<file path="src/rtl/mdio_phy_responder.sv">
// mdio_phy_responder
// Clause 22 MDIO management slave. MDC and MDIO are oversampled on sys_clk.
// The responder decodes read and write frames addressed to PHY_ADDR and
// serves a 32 x 16 register bank.
//
// Ports:
//   sys_clk, sys_rst_n   system clock, asynchronous active-low reset
//   mdc, mdio_in         management clock and pad-level MDIO (both async)
//   mdio_o, mdio_en      MDIO drive value and output enable (1 = drive)
//   reg_wr_en            one-cycle strobe when a register write commits
//   reg_wr_addr/data     address/data of that write, held until the next one
//   frame_err            one-cycle strobe on a write-frame turnaround error
//   fsm_state            current decoder state, for debug/checkers
//
// Handshake: reg_wr_en and frame_err are fire-and-forget strobes with no
// ready/backpressure; reg_wr_addr/reg_wr_data are valid in the strobe cycle.
module mdio_phy_responder #(
  parameter logic [4:0]  PHY_ADDR     = 5'd0,
  parameter int          PREAMBLE_LEN = 32,
  parameter logic [15:0] PHY_ID1      = 16'h0022,
  parameter logic [15:0] PHY_ID2      = 16'h1622
) (
  input  logic        sys_clk,
  input  logic        sys_rst_n,
  input  logic        mdc,
  input  logic        mdio_in,
  output logic        mdio_o,
  output logic        mdio_en,
  output logic        reg_wr_en,
  output logic [4:0]  reg_wr_addr,
  output logic [15:0] reg_wr_data,
  output logic        frame_err,
  output logic [2:0]  fsm_state
);

  typedef enum logic [2:0] {
    IDLE  = 3'd0,
    ST    = 3'd1,
    OP    = 3'd2,
    PHYAD = 3'd3,
    REGAD = 3'd4,
    TA    = 3'd5,
    WDATA = 3'd6,
    RDATA = 3'd7
  } state_t;

  localparam int CW = $clog2(PREAMBLE_LEN + 1);
  localparam logic [CW-1:0] PRE_MAX = CW'(PREAMBLE_LEN);

  // Synchronisers; mdc_s3 is the previous synchronised mdc for edge detect.
  logic mdc_s1, mdc_s2, mdc_s3;
  logic mdio_s1, mdio_s;
  logic mdc_rise;

  always_ff @(posedge sys_clk or negedge sys_rst_n) begin
    if (!sys_rst_n) begin
      mdc_s1  <= 1'b0;
      mdc_s2  <= 1'b0;
      mdc_s3  <= 1'b0;
      mdio_s1 <= 1'b0;
      mdio_s  <= 1'b0;
    end else begin
      mdc_s1  <= mdc;
      mdc_s2  <= mdc_s1;
      mdc_s3  <= mdc_s2;
      mdio_s1 <= mdio_in;
      mdio_s  <= mdio_s1;
    end
  end

  assign mdc_rise = mdc_s2 & ~mdc_s3;

  state_t          state;
  logic [CW-1:0]   pre_cnt;
  logic [3:0]      bit_cnt;
  logic            op_msb;
  logic            is_read;
  logic [4:0]      phyad;
  logic [4:0]      regad;
  // Shared shift register: read data snapshot at end of REGAD, or write
  // data being assembled during WDATA.
  logic [15:0]     shreg;
  logic [15:0]     bank [32];
  logic [15:0]     wr_word;

  assign wr_word   = {shreg[14:0], mdio_s};
  assign fsm_state = state;

  always_ff @(posedge sys_clk or negedge sys_rst_n) begin
    if (!sys_rst_n) begin
      state       <= IDLE;
      pre_cnt     <= '0;
      bit_cnt     <= '0;
      op_msb      <= 1'b0;
      is_read     <= 1'b0;
      phyad       <= '0;
      regad       <= '0;
      shreg       <= '0;
      mdio_o      <= 1'b1;
      mdio_en     <= 1'b0;
      reg_wr_en   <= 1'b0;
      reg_wr_addr <= '0;
      reg_wr_data <= '0;
      frame_err   <= 1'b0;
      for (int i = 0; i < 32; i++) bank[i] <= '0;
      bank[2] <= PHY_ID1;
      bank[3] <= PHY_ID2;
    end else begin
      reg_wr_en <= 1'b0;
      frame_err <= 1'b0;
      if (mdc_rise) begin
        case (state)
          IDLE: begin
            if (mdio_s) begin
              if (pre_cnt != PRE_MAX) pre_cnt <= pre_cnt + 1'b1;
            end else begin
              // This 0 is the first start bit when the preamble is complete.
              if (pre_cnt == PRE_MAX) state <= ST;
              pre_cnt <= '0;
            end
          end
          ST: begin
            bit_cnt <= '0;
            state   <= mdio_s ? OP : IDLE;
          end
          OP: begin
            if (bit_cnt == 4'd0) begin
              op_msb  <= mdio_s;
              bit_cnt <= 4'd1;
            end else begin
              bit_cnt <= '0;
              // 10 = read, 01 = write; equal bits are invalid opcodes.
              if (op_msb != mdio_s) begin
                is_read <= op_msb;
                state   <= PHYAD;
              end else begin
                state <= IDLE;
              end
            end
          end
          PHYAD: begin
            phyad <= {phyad[3:0], mdio_s};
            if (bit_cnt == 4'd4) begin
              bit_cnt <= '0;
              state   <= REGAD;
            end else begin
              bit_cnt <= bit_cnt + 4'd1;
            end
          end
          REGAD: begin
            regad <= {regad[3:0], mdio_s};
            if (bit_cnt == 4'd4) begin
              bit_cnt <= '0;
              if (phyad != PHY_ADDR) begin
                state <= IDLE;
              end else begin
                state <= TA;
                // Snapshot so a later write cannot tear this read.
                shreg <= bank[{regad[3:0], mdio_s}];
              end
            end else begin
              bit_cnt <= bit_cnt + 4'd1;
            end
          end
          TA: begin
            if (is_read) begin
              if (bit_cnt == 4'd0) begin
                mdio_en <= 1'b1;
                mdio_o  <= 1'b0;
                bit_cnt <= 4'd1;
              end else begin
                mdio_o  <= shreg[15];
                shreg   <= {shreg[14:0], 1'b0};
                bit_cnt <= '0;
                state   <= RDATA;
              end
            end else begin
              // Master must drive TA = 1 then 0 on a write.
              if (bit_cnt == 4'd0) begin
                if (!mdio_s) begin
                  frame_err <= 1'b1;
                  state     <= IDLE;
                end else begin
                  bit_cnt <= 4'd1;
                end
              end else begin
                bit_cnt <= '0;
                if (mdio_s) begin
                  frame_err <= 1'b1;
                  state     <= IDLE;
                end else begin
                  state <= WDATA;
                end
              end
            end
          end
          WDATA: begin
            shreg <= wr_word;
            if (bit_cnt == 4'd15) begin
              bit_cnt     <= '0;
              state       <= IDLE;
              reg_wr_en   <= 1'b1;
              reg_wr_addr <= regad;
              reg_wr_data <= wr_word;
              if (regad == 5'd0 && wr_word[15]) begin
                // Soft reset: reload defaults; reg0 default clears bit 15.
                for (int i = 0; i < 32; i++) bank[i] <= '0;
                bank[2] <= PHY_ID1;
                bank[3] <= PHY_ID2;
              end else if (regad != 5'd2 && regad != 5'd3) begin
                bank[regad] <= wr_word;
              end
            end else begin
              bit_cnt <= bit_cnt + 4'd1;
            end
          end
          RDATA: begin
            if (bit_cnt == 4'd15) begin
              mdio_en <= 1'b0;
              mdio_o  <= 1'b1;
              bit_cnt <= '0;
              state   <= IDLE;
            end else begin
              mdio_o  <= shreg[15];
              shreg   <= {shreg[14:0], 1'b0};
              bit_cnt <= bit_cnt + 4'd1;
            end
          end
          default: state <= IDLE;
        endcase
      end
    end
  end

endmodule

</file>
<file path="config.mk">
export PLATFORM = sky130hd
export DESIGN_NAME = mdio_phy_responder
export DESIGN_NICKNAME = d
export VERILOG_FILES = /design/src/rtl/mdio_phy_responder.sv
export SDC_FILE = /design/constraint.sdc
export NUM_CORES = 1
export LEC_CHECK = 0
export ABC_CLOCK_PERIOD_IN_PS = 2300
export CORE_MARGIN = 4
export CORE_UTILIZATION = 55
export DETAILED_ROUTE_END_ITERATION = 8
export PLACE_DENSITY = 0.83
export SLEW_MARGIN = 15
export SYNTH_ARGS = -nofsm -noshare
export SYNTH_HDL_FRONTEND = slang
export SYNTH_SLANG_ARGS = --single-unit
</file>
<file path="constraint.sdc">
create_clock -name sys_clk -period 2.3 [get_ports sys_clk]
set_input_delay 0.575 -clock sys_clk [delete_from_list [all_inputs] [get_ports sys_clk]]
set_output_delay 0.575 -clock sys_clk [all_outputs]
set_load 0.05 [all_outputs]
</file>
-- Word level (Yosys, flattened, before mapping)
Index checks and enable logic that the tools add are counted.
W data, S select, Z words.
- flip-flop bits (word level): 583
- output and inout port bits: 28
- input port bits: 4
- word-level logic and storage cells: 171
- reduce and logical (&&, ||, !) cells: 25
- add/sub/neg operators: 2
- muxes and demuxes: 55
- order comparisons: 3
- bitwise gates (word level): 5
- eq/ne operators: 30
- operator list (kind ; number):
    $mux W512 ; 2
    $bwmux W512 ; 1
    $mux W16 ; 8
    $bmux W16 S5 ; 1
    $demux W16 S5 ; 1
    $pmux W16 S4 ; 1
    $mux W3 ; 12
    $ne A2 B2 Y1 const B ; 11
    $pmux W3 S7 ; 1
    $mux W4 ; 5
    $pmux W4 S5 ; 1
    $mux W1 ; 16
    $reduce_and A3 Y1 ; 5
    $eq A3 B3 Y1 const B ; 4
    $ge A6 B6 Y1 const B ; 2
    $mux W6 ; 2
    $not A5 Y6 ; 2
    $ne A5 B2 Y1 const B ; 2
    $reduce_bool A5 Y1 ; 2
    $reduce_and A9 Y1 ; 1
    $reduce_and A4 Y1 ; 2
    $reduce_and A7 Y1 ; 1
    $add A6 B1 Y6 const B ; 1
    $eq A3 B2 Y1 const B ; 2
    other kinds (24) ; 34

-- Depth between registers and ports, before layout
- depth in word-level cells: 8
- gate-level depth with buffers: 11
- depth with buffers taken out: 10

-- Least setup slack after synthesis
Ideal clock, no wire load.
- path kind: flip-flop to flip-flop
- start point: register state[2] (netlist: fsm_state[2])
- end point: register bank[1] (netlist bit)
- required time: 2167 ps
- arrival: 2250 ps
- stages on the path, launching flop included: 10
- setup time: 133 ps
- slack: -83 ps
- buffers on the path: 4
- period minus slack after synthesis: 2383 ps
- cell sequence: dfrtp_1 clkbuf_1 nor4bb_1 and3_1 buf_2 buf_2 nand4_1 clkbuf_1 nand3_1 o21ai_0
- cells in the longest elaborated chain, start to end: 2
- ends and longest elaborated chain (element ; line ; RTL):
    start: declaration ; 73 ; state_t state;
    start signal: assignment ; 124 ; state <= mdio_s ? OP : IDLE;
    $eq A3 B3 Y1 ; 112 ; case (state)
    $reduce_and A4 Y1 (no source line) ; n/a ;
    end signal: indexed assignment ; 211 ; bank[regad] <= wr_word;
    end: declaration ; 83 ; logic [15:0] bank [32];
Every way passes these cells.
A chain may end at the register's enable or synchronous reset.

-- Worst setup path after layout
- start point: register mdio_s
- end point: register shreg[4]
- cells in the longest elaborated chain, start to end: 7
- ends and longest elaborated chain (element ; line ; RTL):
    start: declaration ; 52 ; logic mdio_s1, mdio_s;
    start signal: assignment ; 67 ; mdio_s <= mdio_s1;
    $not A5 Y6 (not written as such) ; 159 ; shreg <= bank[{regad[3:0], mdio_s}];
    $bmux W16 S5 ; 159 ;
    $mux W16 (not written as such) (2 in a row) ; 159 ;
    $mux W16 ; 154 ; if (phyad != PHY_ADDR) begin
    $mux W16 ; 152 ; if (bit_cnt == 4'd4) begin
    $pmux W16 S4 ; 112 ;
    end signal: assignment ; 159 ;
    end signal: assignment ; 173 ; shreg <= {shreg[14:0], 1'b0};
    end signal: assignment ; 198 ; shreg <= wr_word;
    end: declaration ; 82 ; logic [15:0] shreg;
Every way passes these cells. The select of a mux whose other input is x is not followed.

==> impl_metrics.csv <==
group,metric,value,unit
power,power_density,668.8,nW/um^2
global_route,grt_overflow,0,
clock_tree,htree_levels,2,
route,drt-initial-drc-count,2791,
clock_tree,cts.sinks,583,
final_layout,antenna_cells,0,
route,drc,0,
worst_hold_path,worstHoldPathType,"flip-flop to flip-flop",
placement,globalplace.congestion,0.9727,
status,violations,"setup timing",
critical_path,r2r_start,"mdio_s$_DFF_PN0_",
global_route,grt_pass1_wl,123.9,mm
global_route,grt_max_degree,73,
final_layout,area_delta_synth_final,18.40,%
yosys,yosys.cell_types.count,64,
clock_tree,numCtsBuffers,59,
die,die_w,227.8,um
placement,port_buffers,31,
worst_hold_path,hold_end,"mdc_s2$_DFF_PN0_",
yosys,synth_top_area_share,54.15,%
global_route,antenna_found_initial,1,
yosys,ys_top_cells_by_area,"dfrtp_1, nand3_1, o21ai_0",
yosys,synth-seq-cells,583,
clock_tree,cts_buffer_depth,3,
critical_path,crit_slowest_cell,"dfrtp_4",
critical_path,cp_max_fo,8,
clock_tree,clk_latency,0.63,ns
clock_tree,root_buffer,"clkbuf_16",
critical_path,path_cells,"buf_8 > buf_4 > mux4_2 > a22oi_2 > nand2_2 > a221o_1",
clock_tree,clk_pin_slew,0.06,ns
route,ant_nets,0,
power,peakVddDrop,0.6979,mV
yosys,synth_edf_count,0,
timing,relSlewSlack,51.42,%
power,total_power,21.04,mW
die,core_area,47750,sq um
die,design.die.area,51890,sq um
critical_path,cpPeakStageDelay,0.54,ns
timing,worst_pin_slew,0.7261,ns
timing,rsz0062_at_grt,"true",
critical_path,r2r-end,"shreg[4]$_DFFE_PN0P_",
critical_path,crit_required,2.80,ns
die,die_h,227.8,um
yosys,yosysSeqAreaShare,54.94,%
worst_hold_path,hp-start,"mdc_s1$_DFF_PN0_",
die,fp-row-count,80,
timing,drv_slew,0,
route,dr.pass1.iters,6,
clock_tree,cts_tree,"yes",
yosys,yosysTopAreaCell,"dfrtp_1",
route,drt_wl_total,80.00,mm
timing,min_period_over_period,100.3,%
critical_path,reg2regPathDepth,6,
critical_path,cp-end-kind,"flip-flop",
final_layout,layout-drive-gt1-share,21.03,%
timing,fin_ws,-0.006748,ns
critical_path,crit_type,"flip-flop to flip-flop",
route,wl_per_cell,25.06,um
yosys,netlist_instances,2488,
global_route,track_usage,29.82,%
timing,max_freq,0.4335,GHz
timing,worst_clock_skew,0.01024,ns
route,via_per_inst,6.850,
timing,fin_crit,2.307,ns
yosys,synth_area,26570,sq um
timing,worst_hold_slack,0.3652,ns
critical_path,cp.arrival,2.81,ns
timing,finalHoldViolCount,0,
worst_hold_path,hold_path_depth,0,
placement,hpwl,49.65,mm
die,ios,32,
yosys,syn-num-nets,2497,
yosys,synth_area_per_cell,10.68,sq um
yosys,async_flop_share,100.0,%
run,cap_viol_max_count,0,
critical_path,crit_path_start_kind,"flip-flop",
yosys,yosys_most_used_dff,"dfrtp_1",
die,initial_utilization,55.65,%
global_route,grt_pass1_vias,21606,
status,status,"finished with violations",
critical_path,r2r_setup_slack,-0.007,ns
route,dr_total_vias,21865,
yosys,yosys_warnings,0,
power,p_leak,13.68,nW
timing,setup_viol,1,
final_layout,layout.nets,2538,
[cell families (layout without fill, tap and decap cells)]
| group | count (synthesis) | count (layout) | share of synthesized area [%] |
|---|---|---|---|
| AO/OA/AOI/OAI | 632 | 632 | 13.34 |
| XOR/XNOR | 6 | 6 | 0.1978 |
| adder cells (fa/ha/maj) | 5 | 5 | 0.2354 |
| buffers and inverters | 292 | 381 | 4.577 |
| flip-flops | 583 | 583 | 54.94 |
| multiplexers | 185 | 185 | 11.91 |
| AND/OR/NAND/NOR | 785 | 785 | 14.80 |
[state kept, by name, indices dropped and copies added, names as in the netlist, 3 cells and up]
signal / cells
bank: 512
pre_cnt: 6
reg_wr_data: 16
fsm_state: 3
shreg: 16
reg_wr_addr: 5
bit_cnt: 4
phyad: 5
regad: 5
[worst max path at each step]
stage | startpoint | endpoint | slack (ns) | depth (start not counted)
CTS | bit_cnt[0]$_DFFE_PN0P_ | shreg[11]$_DFFE_PN0P_ | 0.004 | 9
detailed placement | regad[0]$_DFFE_PN0P_ | shreg[11]$_DFFE_PN0P_ | -0.08 | 6
finish | mdio_s$_DFF_PN0_ | shreg[4]$_DFFE_PN0P_ | -0.007 | 6
global route | regad[0]$_DFFE_PN0P_ | shreg[10]$_DFFE_PN0P_ | -0.04 | 7
floorplan | fsm_state[0]$_DFFE_PN0P_ | bank[1]$_DFFE_PN0P_ | 0.01 | 9
global placement | regad[0]$_DFFE_PN0P_ | shreg[1]$_DFFE_PN0P_ | -0.05 | 9
[placed cells by master (no fill, tap or decap), types with 5 or more instances in the layout]
cell	netlist	routed
dfrtp_1	575	571
nand3_1	507	506
o21ai_0	498	495
buf_4	2	144
mux4_2	99	99
nand2_1	102	95
buf_12	0	69
clkbuf_16	0	64
mux2_2	59	58
nor2_1	47	43
and2_1	28	28
mux2i_1	27	26
dlygate4sd2_1	0	25
nor2b_1	22	21
clkbuf_8	0	18
nand2b_1	16	16
a211oi_1	16	16
nand4_1	14	14
inv_1	13	13
a21oi_1	15	13
nor3_1	12	12
o22ai_1	12	12
o31ai_1	12	11
clkbuf_1	188	11
nor3b_1	10	9
a32oi_1	9	9
nor4_1	10	8
a221oi_1	9	8
dfstp_2	8	8
nand2_2	0	7
a221o_1	7	7
bufinv_16	0	7
clkinv_2	0	7
a311oi_1	6	6
a22o_1	5	5
xor2_1	5	5
buf_6	3	5
[routing by layer]
| metal | up-vias | GRT usage, % | share of wire [%] | routed length [um] |
|---|---|---|---|---|
| li1 | 9174 | - | - | - |
| met5 | - | 0 | 0 | 0 |
| met1 | 10920 | 39.59 | 36 | 29130 |
| met4 | 0 | 15.35 | 6.1 | 4888 |
| met2 | 1450 | 46.71 | 47 | 37380 |
| met3 | 321 | 6.712 | 11 | 8598 |
[cells in the mapped netlist (5+ instances only)]
cell type and n:
a311oi_1 6, nor2b_1 22, dfstp_2 8, nand2_1 102, a211oi_1 16, and2_1 28
mux2i_1 27, mux4_2 99, nand3_1 507, mux2_2 59, a22o_1 5, nand2b_1 16
buf_2 72, ha_1 5, a221oi_1 9, a32oi_1 9, o21ai_0 498, a21oi_1 15
inv_1 13, dfrtp_1 575, xor2_1 5, a22oi_1 8, nor4_1 10, a221o_1 7
nor2_1 47, nand4_1 14, nor3_1 12, o22ai_1 12, buf_1 12, nor3b_1 10
o31ai_1 12, clkbuf_1 188
[critical path, delay by kind of cell, from the launching register on]
kind	cells	cell delay [ns]
AO/OA/AOI/OAI	2	0.59
buffers and inverters	2	0.36
flip-flops	1	0.54
multiplexers	1	0.53
AND/OR/NAND/NOR	1	0.17
[final cells by class]
type	instances	area [sq um]
fill	3184	16290
clock inverter	20	301.5
clock buffer	89	1790
tap	615	769.5
multi-input combinational	1613	10900
inverter	15	60.06
timing repair buffer	257	3028
sequential	583	14610
[where the power goes]
part / total (mW) / internal [mW] / switching (mW)
Clock: 10.3 / 6.14 / 4.15
Combinational: 0.457 / 0.138 / 0.319
Sequential: 10.3 / 10.3 / 0.0153
[what timing repair did]
action	in CTS	in global routing
setup buffers	0	15
endpoints found under the setup margin	35	79
gates cloned	1	4
resized for setup	37	39
hold buffers	1	0
pin swaps	0	5
hold endpoints to repair	31	0
[through the flow]
step	cells	worst slack, ns	area, sq um	setup TNS (ns)	utilization, %
after floorplan	2488	0.01313	26570	0	-
after global placement	3062	-0.04941	28960	-0.1599	60.65
after detailed placement	3062	-0.07696	28960	-0.3666	60.65
after CTS	3173	0.003995	31100	0	65.14
after global routing	3192	-0.04111	31460	-0.1112	65.89
final	3192	-0.006748	31460	-0.006748	65.89
Note: power is estimated with default switching activity, not from simulation.
